**src/rtl/bus_datos_io.sv**
```systemverilog
// Data-side memory and I/O block behind the single-cycle core: word RAM, LED
// register, compare timer with sticky flag, and a transmit-only UART.
module bus_datos_io #(
  parameter int RAM_WORDS = 64,
  parameter int CLK_DIV   = 4
) (
  input  logic        clk,
  input  logic        reset,
  input  logic        MemWrite,
  input  logic [31:0] ALUResult,
  input  logic [31:0] WriteData,
  output logic [31:0] ReadData,
  output logic [7:0]  leds,
  output logic        uart_tx,
  output logic        timer_irq
);

  localparam int AW = $clog2(RAM_WORDS);
  localparam int DW = (CLK_DIV > 1) ? $clog2(CLK_DIV) : 1;
  localparam logic [DW-1:0] DIV_LAST = DW'(CLK_DIV - 1);

  localparam logic [2:0] SEL_LED   = 3'd0;
  localparam logic [2:0] SEL_CNT   = 3'd1;
  localparam logic [2:0] SEL_CMP   = 3'd2;
  localparam logic [2:0] SEL_UDATA = 3'd3;
  localparam logic [2:0] SEL_USTAT = 3'd4;

  typedef enum logic [1:0] {
    S_IDLE,
    S_START,
    S_DATA,
    S_STOP
  } uart_state_t;

  logic [31:0]    mem [RAM_WORDS];
  logic           is_io;
  logic [2:0]     io_sel;
  logic [AW-1:0]  ram_idx;

  logic           wr_ram;
  logic           wr_led;
  logic           wr_cnt;
  logic           wr_cmp;
  logic           wr_udata;
  logic           wr_ustat;

  logic [31:0]    cnt;
  logic [31:0]    cmp;

  uart_state_t    state;
  logic [DW-1:0]  div;
  logic [2:0]     bit_idx;
  logic [7:0]     shreg;
  logic           busy;
  logic           overrun;
  logic           bit_end;

  // Bits above the RAM index are don't-care so the RAM aliases; byte offset is ignored.
  logic           unused_addr;
  assign unused_addr = ^{ALUResult[30:5], ALUResult[1:0]};

  assign is_io   = ALUResult[31];
  assign io_sel  = ALUResult[4:2];
  assign ram_idx = ALUResult[AW+1:2];

  assign wr_ram   = MemWrite && !is_io;
  assign wr_led   = MemWrite && is_io && (io_sel == SEL_LED);
  assign wr_cnt   = MemWrite && is_io && (io_sel == SEL_CNT);
  assign wr_cmp   = MemWrite && is_io && (io_sel == SEL_CMP);
  assign wr_udata = MemWrite && is_io && (io_sel == SEL_UDATA);
  assign wr_ustat = MemWrite && is_io && (io_sel == SEL_USTAT);

  always_ff @(posedge clk) begin
    if (wr_ram) begin
      mem[ram_idx] <= WriteData;
    end
  end

  always_ff @(posedge clk or posedge reset) begin
    if (reset) begin
      leds <= '0;
    end else if (wr_led) begin
      leds <= WriteData[7:0];
    end
  end

  // A compare write still lets the count rule run against the old compare value;
  // its flag clear takes precedence over a match on the same edge.
  always_ff @(posedge clk or posedge reset) begin
    if (reset) begin
      cnt       <= '0;
      cmp       <= '0;
      timer_irq <= 1'b0;
    end else begin
      if (wr_cnt) begin
        cnt <= WriteData;
      end else if ((cmp != '0) && (cnt == cmp)) begin
        cnt       <= '0;
        timer_irq <= 1'b1;
      end else begin
        cnt <= cnt + 32'd1;
      end
      if (wr_cmp) begin
        cmp       <= WriteData;
        timer_irq <= 1'b0;
      end
    end
  end

  assign bit_end = (div == DIV_LAST);

  // busy stays high through the final STOP edge, so a write on that edge overruns.
  always_ff @(posedge clk or posedge reset) begin
    if (reset) begin
      state   <= S_IDLE;
      div     <= '0;
      bit_idx <= '0;
      shreg   <= '0;
      busy    <= 1'b0;
      overrun <= 1'b0;
      uart_tx <= 1'b1;
    end else begin
      if (wr_udata && busy) begin
        overrun <= 1'b1;
      end else if (wr_ustat) begin
        overrun <= 1'b0;
      end

      case (state)
        S_IDLE: begin
          if (wr_udata) begin
            shreg   <= WriteData[7:0];
            busy    <= 1'b1;
            div     <= '0;
            uart_tx <= 1'b0;
            state   <= S_START;
          end
        end
        S_START: begin
          if (bit_end) begin
            div     <= '0;
            bit_idx <= '0;
            uart_tx <= shreg[0];
            state   <= S_DATA;
          end else begin
            div <= div + 1'b1;
          end
        end
        S_DATA: begin
          if (bit_end) begin
            div <= '0;
            if (bit_idx == 3'd7) begin
              uart_tx <= 1'b1;
              state   <= S_STOP;
            end else begin
              bit_idx <= bit_idx + 3'd1;
              uart_tx <= shreg[bit_idx + 3'd1];
            end
          end else begin
            div <= div + 1'b1;
          end
        end
        S_STOP: begin
          if (bit_end) begin
            div   <= '0;
            busy  <= 1'b0;
            state <= S_IDLE;
          end else begin
            div <= div + 1'b1;
          end
        end
        default: begin
          state   <= S_IDLE;
          uart_tx <= 1'b1;
          busy    <= 1'b0;
        end
      endcase
    end
  end

  always_comb begin
    ReadData = '0;
    if (!is_io) begin
      ReadData = mem[ram_idx];
    end else begin
      case (io_sel)
        SEL_LED:   ReadData = {24'b0, leds};
        SEL_CNT:   ReadData = cnt;
        SEL_CMP:   ReadData = cmp;
        SEL_UDATA: ReadData = '0;
        SEL_USTAT: ReadData = {29'b0, timer_irq, overrun, busy};
        default:   ReadData = '0;
      endcase
    end
  end

endmodule
```
**config.mk**
```make
export PLATFORM = sky130hd
export DESIGN_NAME = bus_datos_io
export DESIGN_NICKNAME = d
export VERILOG_FILES = /design/src/rtl/bus_datos_io.sv
export SDC_FILE = /design/constraint.sdc
export NUM_CORES = 2
export LEC_CHECK = 0
export CORE_ASPECT_RATIO = 0.9
export CORE_MARGIN = 3
export CORE_UTILIZATION = 56
export DETAILED_ROUTE_END_ITERATION = 8
export PLACE_DENSITY = 0.76
export SLEW_MARGIN = 20
export SYNTH_ARGS = -nofsm -noshare
export SYNTH_HDL_FRONTEND = slang
export SYNTH_SLANG_ARGS = --single-unit
```
**constraint.sdc**
```tcl
create_clock -name clk -period 2.95 [get_ports clk]
set_input_delay 0.4425 -clock clk [delete_from_list [all_inputs] [get_ports clk]]
set_output_delay 0.4425 -clock clk [all_outputs]
set_load 0.05 [all_outputs]
```
==> impl_metrics.toml <==
[global_routing]
grt_usage = 0.3155
grt_pass1_vias = 46484
grt_pass1_wl_um = 340500
antenna_found_initial = 11
grt_overflow = 0
grt_start_max_net_pins = 69

[route]
antenna_left = 0
route.met2.wl_um = 114200
highest_layer = "met5"
drc = 0
viasPerCell = 6.786
wirelength_um = 239200
detail_route.wirelength.met1_um = 82450
met3WireLength_um = 32490
drt-initial-drc-count = 6886
wl_per_cell_um = 35.50
vias = 45716
dr.pass1.iters = 5

[clock_network]
tritoncts = "built"
clkSinkCount = 2139
clk_latency_ns = 0.83
htree_levels = 4
path_clk_slew_ns = 0.06
cts_buffers = 203
clk_path_buf_depth = 3
root_buffer = "clkbuf_16"

[synthesis]
ys_types = 63
syn-num-nets = 3960
synth-async-reset-ratio = 0.04254
synth_seq_cells = 2139
synth_ff_type = "edfxtp_1"
synthCells = 3883
synth_edf_count = 2048
synth_warnings = 0
ys_seq_area_frac = 0.7634
netlist_area_um2 = 83540
avgSynthCellArea_um2 = 21.52

[sta]
finalSetupViolations = 32
rsz0062_at_grt = "yes"
fmax_mhz = 270.0
finalCriticalPeriod_ns = 3.704
worst_pin_slew_ns = 1.120
slew_violations = 0
finalCritPeriodShare = 1.256
finClkSkew_ns = 0.01849
slew_headroom = 0.2536
hold_ws_ns = 0.05289
layout_setup_ws_ns = -0.7542
hold_viol = 0

[floorplanning]
die_w_um = 413.1
die-area_um2 = 153900
fp.dieH_um = 372.4
initial_core_util = 0.5679
core_area_um2 = 147100
boundaryPins = 109
rows = 133

[run_status]
violations = "negative setup slack"
status = "finished, violations left"

[run]
cap_violations = 0

[place]
dp_hpwl_um = 143600
place_area_um2 = 92800
io_buffer_count = 83
dp.cells = 6309
gp_congestion = 0.9430

[cells_and_area]
multi_input_area_um2 = 20070
nets = 4678
n_fill_cell = 8515
fin_cells = 6737
syn_to_final_growth_pct = 21.08
fin_area_um2 = 101200
final-seq-area_um2 = 63780
drive_above_1_share = 0.3820

[worst_setup_path]
cp-end-kind = "output port"
crit_arrival_ns = 3.26
crit_required_ns = 2.51
critPathKind = "flip-flop to output port"
cp_max_fo = 1
cp-start-kind = "flip-flop"

[power_and_ir_drop]
ir_worst_vdd_uv = 698.9
power_density_nw_per_um2 = 652.7
p_leak_nw = 33.13

[worst_hold_path]
hold_path_class = "input port to flip-flop"
==> area by class of cell <==
type	count	share of cell area
inverters	9	0.0004329
clock buffers	234	0.05158
diodes	8	0.0001979
multi-input cells	1515	0.1984
flip-flops and latches	2139	0.6305
well taps	1957	0.02421
clock inverters	142	0.01380
repair buffers	733	0.08093
==> state kept, by name (all words and copies together) (netlist names) <==
| register | count |
|---|---|
| mem | 2048 |
| cmp | 32 |
| cnt | 32 |
| leds | 8 |
| shreg | 8 |
| bit_idx | 3 |
| div | 2 |
| state | 2 |
| busy | 1 |
| overrun | 1 |
| timer_irq | 1 |
| uart_tx | 1 |
==> per-stage QoR <==
| step | total power [W] | setup TNS [ns] | utilization | worst slack, ns |
|---|---|---|---|---|
| finish | 0.06602 | -13.24 | 0.6877 | -0.7542 |
| global route | 0.06769 | -14.92 | 0.6875 | -0.8046 |
| CTS | 0.06599 | -13.38 | 0.6840 | -0.6431 |
| detailed placement | 0.04012 | -15.35 | 0.6308 | -0.8985 |
| global placement | 0.03997 | -16.04 | 0.6308 | -1.621 |
| floorplan | 0.03758 | -267.60 | - | -0.5006 |
==> placed cells by master (no fill, tap or decap), types with 30 or more instances in the layout <==
cell	count
mux2_2	66
dfrtp_1	90
buf_2	33
nand2_1	97
nor2_1	60
clkinv_1	51
clkbuf_16	207
a22oi_1	52
xor2_1	51
buf_4	457
mux4_2	526
buf_12	176
a21oi_1	33
o22ai_1	50
edfxtp_1	2048
nor2_4	68
clkinv_2	41
clkbuf_1	30
mux2i_1	117
==> metal layers <==
metal  GRT usage  up-vias
li1            -    17805
met1      0.4301    23776
met2      0.4920     3545
met3     0.08580      584
met4      0.1231        6
met5           0        -
==> final timing paths <==
check	slack (ns)	startpoint	cells after the start	endpoint
worst max register to register	0.71	cnt[0]$_DFF_PP0_	8	cnt[22]$_DFF_PP0_
min in group asynchronous	0.08	reset	2	leds[7]$_DFFE_PP0P_
worst max-delay path	-0.75	mem[46][17]$_DFFE_PP_	6	ReadData[17]
worst min register to register	0.50	div[1]$_DFFE_PP0P_	2	div[1]$_DFFE_PP0P_
worst min-delay path	0.05	WriteData[5]	1	mem[60][5]$_DFFE_PP_
max in group asynchronous	2.11	reset	3	cnt[22]$_DFF_PP0_
==> power by group <==
part	internal, W	total [W]	switching, W
clock network	0.0147	0.0260	0.0113
registers	0.0337	0.0343	0.000582
logic	0.00246	0.00572	0.00325
total	0.0509	0.0660	0.0151
==> worst max-delay path: stages, from the launching register on <==
cell	delay, ns
edfxtp_1	0.42
mux4_2	0.48
a221o_1	0.37
a2111oi_4	0.62
buf_4	0.24
o221ai_4	0.12
buf_12	0.18
==> Yosys cell counts (32+ instances only) <==
library cell / number / area (um2)
a22oi_1: 72 / 540.5
xor2_1: 51 / 446.7
a21oi_1: 41 / 205.2
mux4_2: 526 / 11850
o22ai_1: 64 / 400.4
nor2_1: 136 / 510.5
buf_2: 84 / 420.4
clkbuf_1: 83 / 311.6
o21ai_0: 32 / 160.2
dfrtp_1: 90 / 2252
mux2i_1: 128 / 1281
edfxtp_1: 2048 / 61500
mux2_2: 68 / 765.7
nand2_1: 107 / 401.6
==> repair_timing <==
action | 4_1_cts | 5_1_grt
endpoints found under the hold margin | 4 | 0
pin swaps | 65 | 32
gates resized for setup | 175 | 75
setup endpoints to repair | 32 | 32
buffers inserted | 27 | 24
hold buffers | 1 | 0
gates cloned | 5 | 0
==> logic make-up (layout without fill, tap and decap cells) <==
kind of cell	Yosys count	after routing	synth area share
AO/OA/AOI/OAI	333	333	0.02717
buffers and inverters	229	1118	0.01375
XOR/XNOR	62	62	0.006500
multiplexers	722	722	0.1663
AND/OR/NAND/NOR	388	388	0.02139
flip-flops	2139	2139	0.7634
other	0	8	0
adder cells (fa/ha/maj)	10	10	0.001498
(Power assumes the default switching activity.)
